<file path="config.mk">
export PLATFORM = sky130hd
export DESIGN_NAME = m6809_timer_target
export DESIGN_NICKNAME = d
export VERILOG_FILES = /design/src/rtl/m6809_pkg.sv /design/src/rtl/m6809_prescaler.sv /design/src/rtl/m6809_timer_target.sv
export SDC_FILE = /design/constraint.sdc
export NUM_CORES = 1
export LEC_CHECK = 0
export ABC_AREA = 1
export CAP_MARGIN = 20
export CORE_MARGIN = 2
export CORE_UTILIZATION = 40
export DETAILED_ROUTE_END_ITERATION = 6
export GPL_TIMING_DRIVEN = 0
export PLACE_DENSITY = 0.64
export SLEW_MARGIN = 20
export SYNTH_ARGS = -nofsm -noshare
export SYNTH_HDL_FRONTEND = slang
export SYNTH_SLANG_ARGS = --single-unit
</file>
<file path="constraint.sdc">
create_clock -name clk -period 1.5 [get_ports clk]
set_input_delay 0.3 -clock clk [delete_from_list [all_inputs] [get_ports clk]]
set_output_delay 0.3 -clock clk [all_outputs]
set_load 0.005 [all_outputs]
</file>
<file path="src/rtl/m6809_pkg.sv">
// Shared definitions for the core6809 timer target: register offsets,
// CTRL/STATUS bit positions and the run-state encoding.
package m6809_pkg;

  localparam logic [2:0] TMR_CTRL      = 3'd0;
  localparam logic [2:0] TMR_STATUS    = 3'd1;
  localparam logic [2:0] TMR_RELOAD_HI = 3'd2;
  localparam logic [2:0] TMR_RELOAD_LO = 3'd3;
  localparam logic [2:0] TMR_COUNT_HI  = 3'd4;
  localparam logic [2:0] TMR_COUNT_LO  = 3'd5;
  localparam logic [2:0] TMR_PRESCALE  = 3'd6;

  localparam int unsigned CTRL_EN     = 0;
  localparam int unsigned CTRL_AUTO   = 1;
  localparam int unsigned CTRL_IRQ_EN = 2;

  localparam int unsigned STAT_EXPIRED = 0;
  localparam int unsigned STAT_RUNNING = 1;

  typedef enum logic {
    TMR_IDLE = 1'b0,
    TMR_RUN  = 1'b1
  } tmr_state_e;

endpackage

</file>
<file path="src/rtl/m6809_prescaler.sv">
// Free-running 0..divisor counter; tick is high in the cycle the count
// equals the divisor. A count above a newly lowered divisor wraps at 8'hFF.
module m6809_prescaler (
  input  logic       clk,
  input  logic       reset,
  input  logic       enable,
  input  logic       clear,
  input  logic [7:0] divisor,
  output logic       tick
);

  logic [7:0] cnt_q;

  assign tick = enable && (cnt_q == divisor);

  always_ff @(posedge clk) begin
    if (reset || clear) begin
      cnt_q <= '0;
    end else if (enable) begin
      cnt_q <= tick ? 8'd0 : cnt_q + 8'd1;
    end
  end

endmodule

</file>
<file path="src/rtl/m6809_timer_target.sv">
// Memory-mapped 16-bit down-counter timer for the core6809 bus with
// prescaler, sticky expiry flag, atomic 16-bit access and active-low IRQ.
module m6809_timer_target
  import m6809_pkg::*;
#(
  parameter logic [15:0] RELOAD_RST   = 16'hFFFF,
  parameter logic [7:0]  PRESCALE_RST = 8'h00
) (
  input  logic       clk,
  input  logic       reset,
  input  logic       sel,
  input  logic [2:0] addr,
  input  logic [7:0] data_in,
  input  logic       data_rw_n,
  output logic [7:0] data_out,
  output logic       irq_b
);

  tmr_state_e state_q, state_d;
  logic        auto_q, irq_en_q, expired_q;
  logic [15:0] reload_q, count_q;
  logic [7:0]  prescale_q, hold_q, latch_q;
  logic        en, wr_en, rd_en, ctrl_wr, pre_clear, tick, tick_eff, expire;

  assign en        = (state_q == TMR_RUN);
  assign wr_en     = sel && !data_rw_n;
  assign rd_en     = sel && data_rw_n;
  assign ctrl_wr   = wr_en && (addr == TMR_CTRL);
  assign pre_clear = ctrl_wr && data_in[CTRL_EN] && !en;
  // A CTRL write owns the cycle: any coincident tick is dropped.
  assign tick_eff  = tick && !ctrl_wr;
  assign expire    = tick_eff && (count_q == 16'd0);

  m6809_prescaler u_prescaler (
    .clk     (clk),
    .reset   (reset),
    .enable  (en),
    .clear   (pre_clear),
    .divisor (prescale_q),
    .tick    (tick)
  );

  always_comb begin
    state_d = state_q;
    if (ctrl_wr) begin
      state_d = data_in[CTRL_EN] ? TMR_RUN : TMR_IDLE;
    end else if (expire && !auto_q) begin
      state_d = TMR_IDLE;
    end
  end

  always_ff @(posedge clk) begin
    if (reset) begin
      state_q    <= TMR_IDLE;
      auto_q     <= 1'b0;
      irq_en_q   <= 1'b0;
      expired_q  <= 1'b0;
      reload_q   <= RELOAD_RST;
      count_q    <= RELOAD_RST;
      prescale_q <= PRESCALE_RST;
      hold_q     <= '0;
      latch_q    <= '0;
    end else begin
      state_q <= state_d;
      if (wr_en) begin
        case (addr)
          TMR_CTRL: begin
            auto_q   <= data_in[CTRL_AUTO];
            irq_en_q <= data_in[CTRL_IRQ_EN];
          end
          TMR_STATUS: if (data_in[STAT_EXPIRED]) expired_q <= 1'b0;
          TMR_RELOAD_HI: hold_q <= data_in;
          TMR_RELOAD_LO: begin
            reload_q <= {hold_q, data_in};
            if (!en) count_q <= {hold_q, data_in};
          end
          TMR_PRESCALE: prescale_q <= data_in;
          default: ;
        endcase
      end
      if (rd_en && (addr == TMR_COUNT_HI)) latch_q <= count_q[7:0];
      // Expiry is placed after the STATUS clear so a same-cycle set wins.
      if (tick_eff) begin
        if (count_q != 16'd0) begin
          count_q <= count_q - 16'd1;
        end else begin
          expired_q <= 1'b1;
          if (auto_q) count_q <= reload_q;
        end
      end
    end
  end

  always_comb begin
    data_out = '0;
    if (sel) begin
      case (addr)
        TMR_CTRL:      data_out = {5'b0, irq_en_q, auto_q, en};
        TMR_STATUS:    data_out = {6'b0, en, expired_q};
        TMR_RELOAD_HI: data_out = reload_q[15:8];
        TMR_RELOAD_LO: data_out = reload_q[7:0];
        TMR_COUNT_HI:  data_out = count_q[15:8];
        TMR_COUNT_LO:  data_out = latch_q;
        TMR_PRESCALE:  data_out = prescale_q;
        default:       data_out = '0;
      endcase
    end
  end

  assign irq_b = !(expired_q && irq_en_q);

endmodule

</file>
==> results.sh <==
export IMPL_status="finished with violations"
export IMPL_violations="setup timing"
export IMPL_syn_num_nets=662
export IMPL_syn_to_final_growth_pct=54.47
export IMPL_clock_skew_ps=19.57
export IMPL_n_fill_cell=858
export IMPL_cp_required_ps=1200
export IMPL_fin_crit_ps=1651
export IMPL_ctsHoldBuffers=0
export IMPL_worstPathArrival_ps=1350
export IMPL_crit_reg2reg_launch="en$_SDFFE_PP0P_"
export IMPL_grt_pass1_wl_um=23750
export IMPL_fin_hold_ws_ps=351.4
export IMPL_worstMarginPinSlew_ps=442.5
export IMPL_overflow=0
export IMPL_holdCritPathClass="in -> reg"
export IMPL_busiest_layer="met2"
export IMPL_ff2ff_setup_slack_ps=-60
export IMPL_hold_end="hold_q[0]$_SDFFE_PP0P_"
export IMPL_worstSetupPathType="reg -> out"
export IMPL_fin_cells=888
export IMPL_setup_violations=27
export IMPL_grtUsageMet3_pct=4.699
export IMPL_rsz0062_at_grt="true"
export IMPL_power_leakage_nw=2.623
export IMPL_drt_initial_drc_count=436
export IMPL_clk_path_buf_depth=2
export IMPL_place_gp_congestion=0.9822
export IMPL_syn_mean_instance_area_um2=6.221
export IMPL_first_pass_iters=5
export IMPL_worst_slack_ps=-150.9
export IMPL_hold_start="reset"
export IMPL_synth_warnings=0
export IMPL_drive_gt1_share_pct=42.65
export IMPL_synth_cell_types=35
export IMPL_grtUsageMet2_pct=47.09
export IMPL_seq_area_frac_synth_pct=33.98
export IMPL_diodes=0
export IMPL_finalCritPeriodShare_pct=110.1
export IMPL_place_port_buffers=23
export IMPL_cts_sinks=68
export IMPL_r2r_cells=6
export IMPL_coreArea_um2=9729
export IMPL_slew_headroom_pct=70.50
export IMPL_final_util_pct=63.61
export IMPL_cts_buffers=9
export IMPL_route_detailed_drc=0
export IMPL_synthesis_area_um2=4006
export IMPL_dp_hpwl_um=10260
export IMPL_drv_cap=0
export IMPL_grt_pass1_vias=4643
export IMPL_rr_endpoint="u_prescaler.cnt_q[5]$_SDFFE_PP0P_"
export IMPL_nets=768
export IMPL_track_usage_pct=28.07
export IMPL_worstSkewPairLatency_ps=360
export IMPL_cts_tree="yes"
export IMPL_end_kind="output port"
export IMPL_postRouteAntennaNets=0
export IMPL_clk_pin_slew_worst_paths_ps=90
export IMPL_start_util_pct=41.18
export IMPL_routedWlPerCell_um=18.37
export IMPL_syn_inst=644
export IMPL_die_x_um=104.1
export IMPL_root_buffer="clkbuf_8"
export IMPL_cts_htree_levels=3
export IMPL_ys_seq_elements=68
export IMPL_wl_um=16310
export IMPL_vias_per_cell=5.605
export IMPL_die_h_um=104.1
export IMPL_fmax_ghz=0.6057
export IMPL_placed_cells=800
export IMPL_final_cell_mix="171 x nand2_1, 54 x buf_4, 42 x nor2_1"
export IMPL_grt_max_degree=13
export IMPL_dieArea_um2=10830
export IMPL_finalMaxSlewViolations=0
export IMPL_powerDensity_nw_per_um2=697.3
export IMPL_worstSetupStartpointType="flop"
export IMPL_antenna_found_initial=0
export IMPL_vias=4977
export IMPL_final_common_cell="nand2_1"
export IMPL_grt_util_met1_pct=35.11
export IMPL_row_count=36
export IMPL_peakVddDrop_mv=0.5799
export IMPL_critPathMaxFanout=2
export IMPL_hold_viol_final=0
export IMPL_io_pins=24
export IMPL_hold_depth=2
## critical path, stage by stage (launching register included)
cell and delay (ps):
dfxtp_4 390, inv_8 40, buf_8 110, o22ai_4 140, a21oi_2 50, a21oi_2 140, buf_2 130
## Yosys cell counts, drive strengths merged
library cell	count	area [um2]
nand3b	2	15.01
o211ai	10	75.07
nor3	4	30.03
nand2	206	773.2
inv	72	270.3
nand4	10	62.56
o21ai	37	188.9
or2	1	6.260
a21oi	43	219.0
clkinv	1	3.750
a211oi	6	45.04
buf	11	62.56
nand3	57	300.3
dfxtp	68	1361
o22ai	14	87.58
nor3b	1	7.510
nor2	74	297.8
xor2	8	70.07
and3	1	6.260
a31oi	2	18.77
clkbuf	9	33.78
o31ai	1	7.510
xnor2	3	26.28
ha	3	37.54
## cell families after synthesis
family                   count (synthesis)  synth area share [%]
AND/OR/NAND/NOR                        356                 37.41
adder cells (fa/ha/maj)                  3                0.9370
flip-flops                              68                 33.98
AO/OA/AOI/OAI                          113                 16.02
buffers and inverters                   93                 9.244
XOR/XNOR                                11                 2.405
## state kept, by name, summed over array words and instances, names as in the netlist
| name | count |
|---|---|
| count_q | 16 |
| reload_q | 16 |
| hold_q | 8 |
| latch_q | 8 |
| prescale_q | 8 |
| u_prescaler.cnt_q | 8 |
| auto_q | 1 |
| en | 1 |
| expired_q | 1 |
| irq_en_q | 1 |
## layer usage
layer	vias to the layer above	part of all wire, %	wire, um
met5	-	0	0
met4	0	3.9	643
met3	59	8.6	1408
met2	262	49	7963
met1	2343	39	6293
li1	2313	-	-
## stage by stage
stage	TNS (ps)	instance area (um2)	power (mW)	setup WS [ps]
floorplan	0	4006	2.149	21.46
global placement	-42730	4403	2.322	-1235
detailed placement	-44650	4403	2.326	-1198
CTS	-938.2	5480	4.182	-152.9
global route	-2688	6188	4.445	-190.4
finish	-1309	6188	4.315	-150.9
## worst max path at each step
stage	start	to	slack [ps]	depth (start not counted)
after floorplan	count_q[0]$_SDFF_PP1_	count_q[7]$_SDFF_PP1_	20	11
after global placement	addr[0]	data_out[2]	-1240	9
after detailed placement	addr[0]	data_out[2]	-1200	9
after CTS	en$_SDFFE_PP0P_	data_out[1]	-150	6
after global routing	en$_SDFFE_PP0P_	data_out[1]	-190	6
final	en$_SDFFE_PP0P_	data_out[1]	-150	6
## cell type report
class                      count  area (um2)  area share, %
buffer                        20       170.2          2.750
clock buffer                  11       151.4          2.446
clock inverter                 5       82.58          1.334
inverter                      73       327.8          5.297
multi-input combinational    483        2987          48.26
sequential                    68        1441          23.29
tap                          133       166.4          2.689
timing repair buffer          95       862.1          13.93
## power breakdown
part	leakage, nW	total (mW)	switching (mW)	internal, mW
logic	1.95	0.641	0.374	0.267
clock network	0.120	1.79	0.760	1.03
registers	0.555	1.88	0.0487	1.83
## timing repair
item | in CTS | in global routing
resized for setup | 222 | 157
setup buffers | 41 | 29
setup endpoints to repair | 70 | 52
endpoints found under the hold margin | 0 | 0
pin swaps | 38 | 69
cloned | 2 | 0
(Power assumes the default switching activity.)
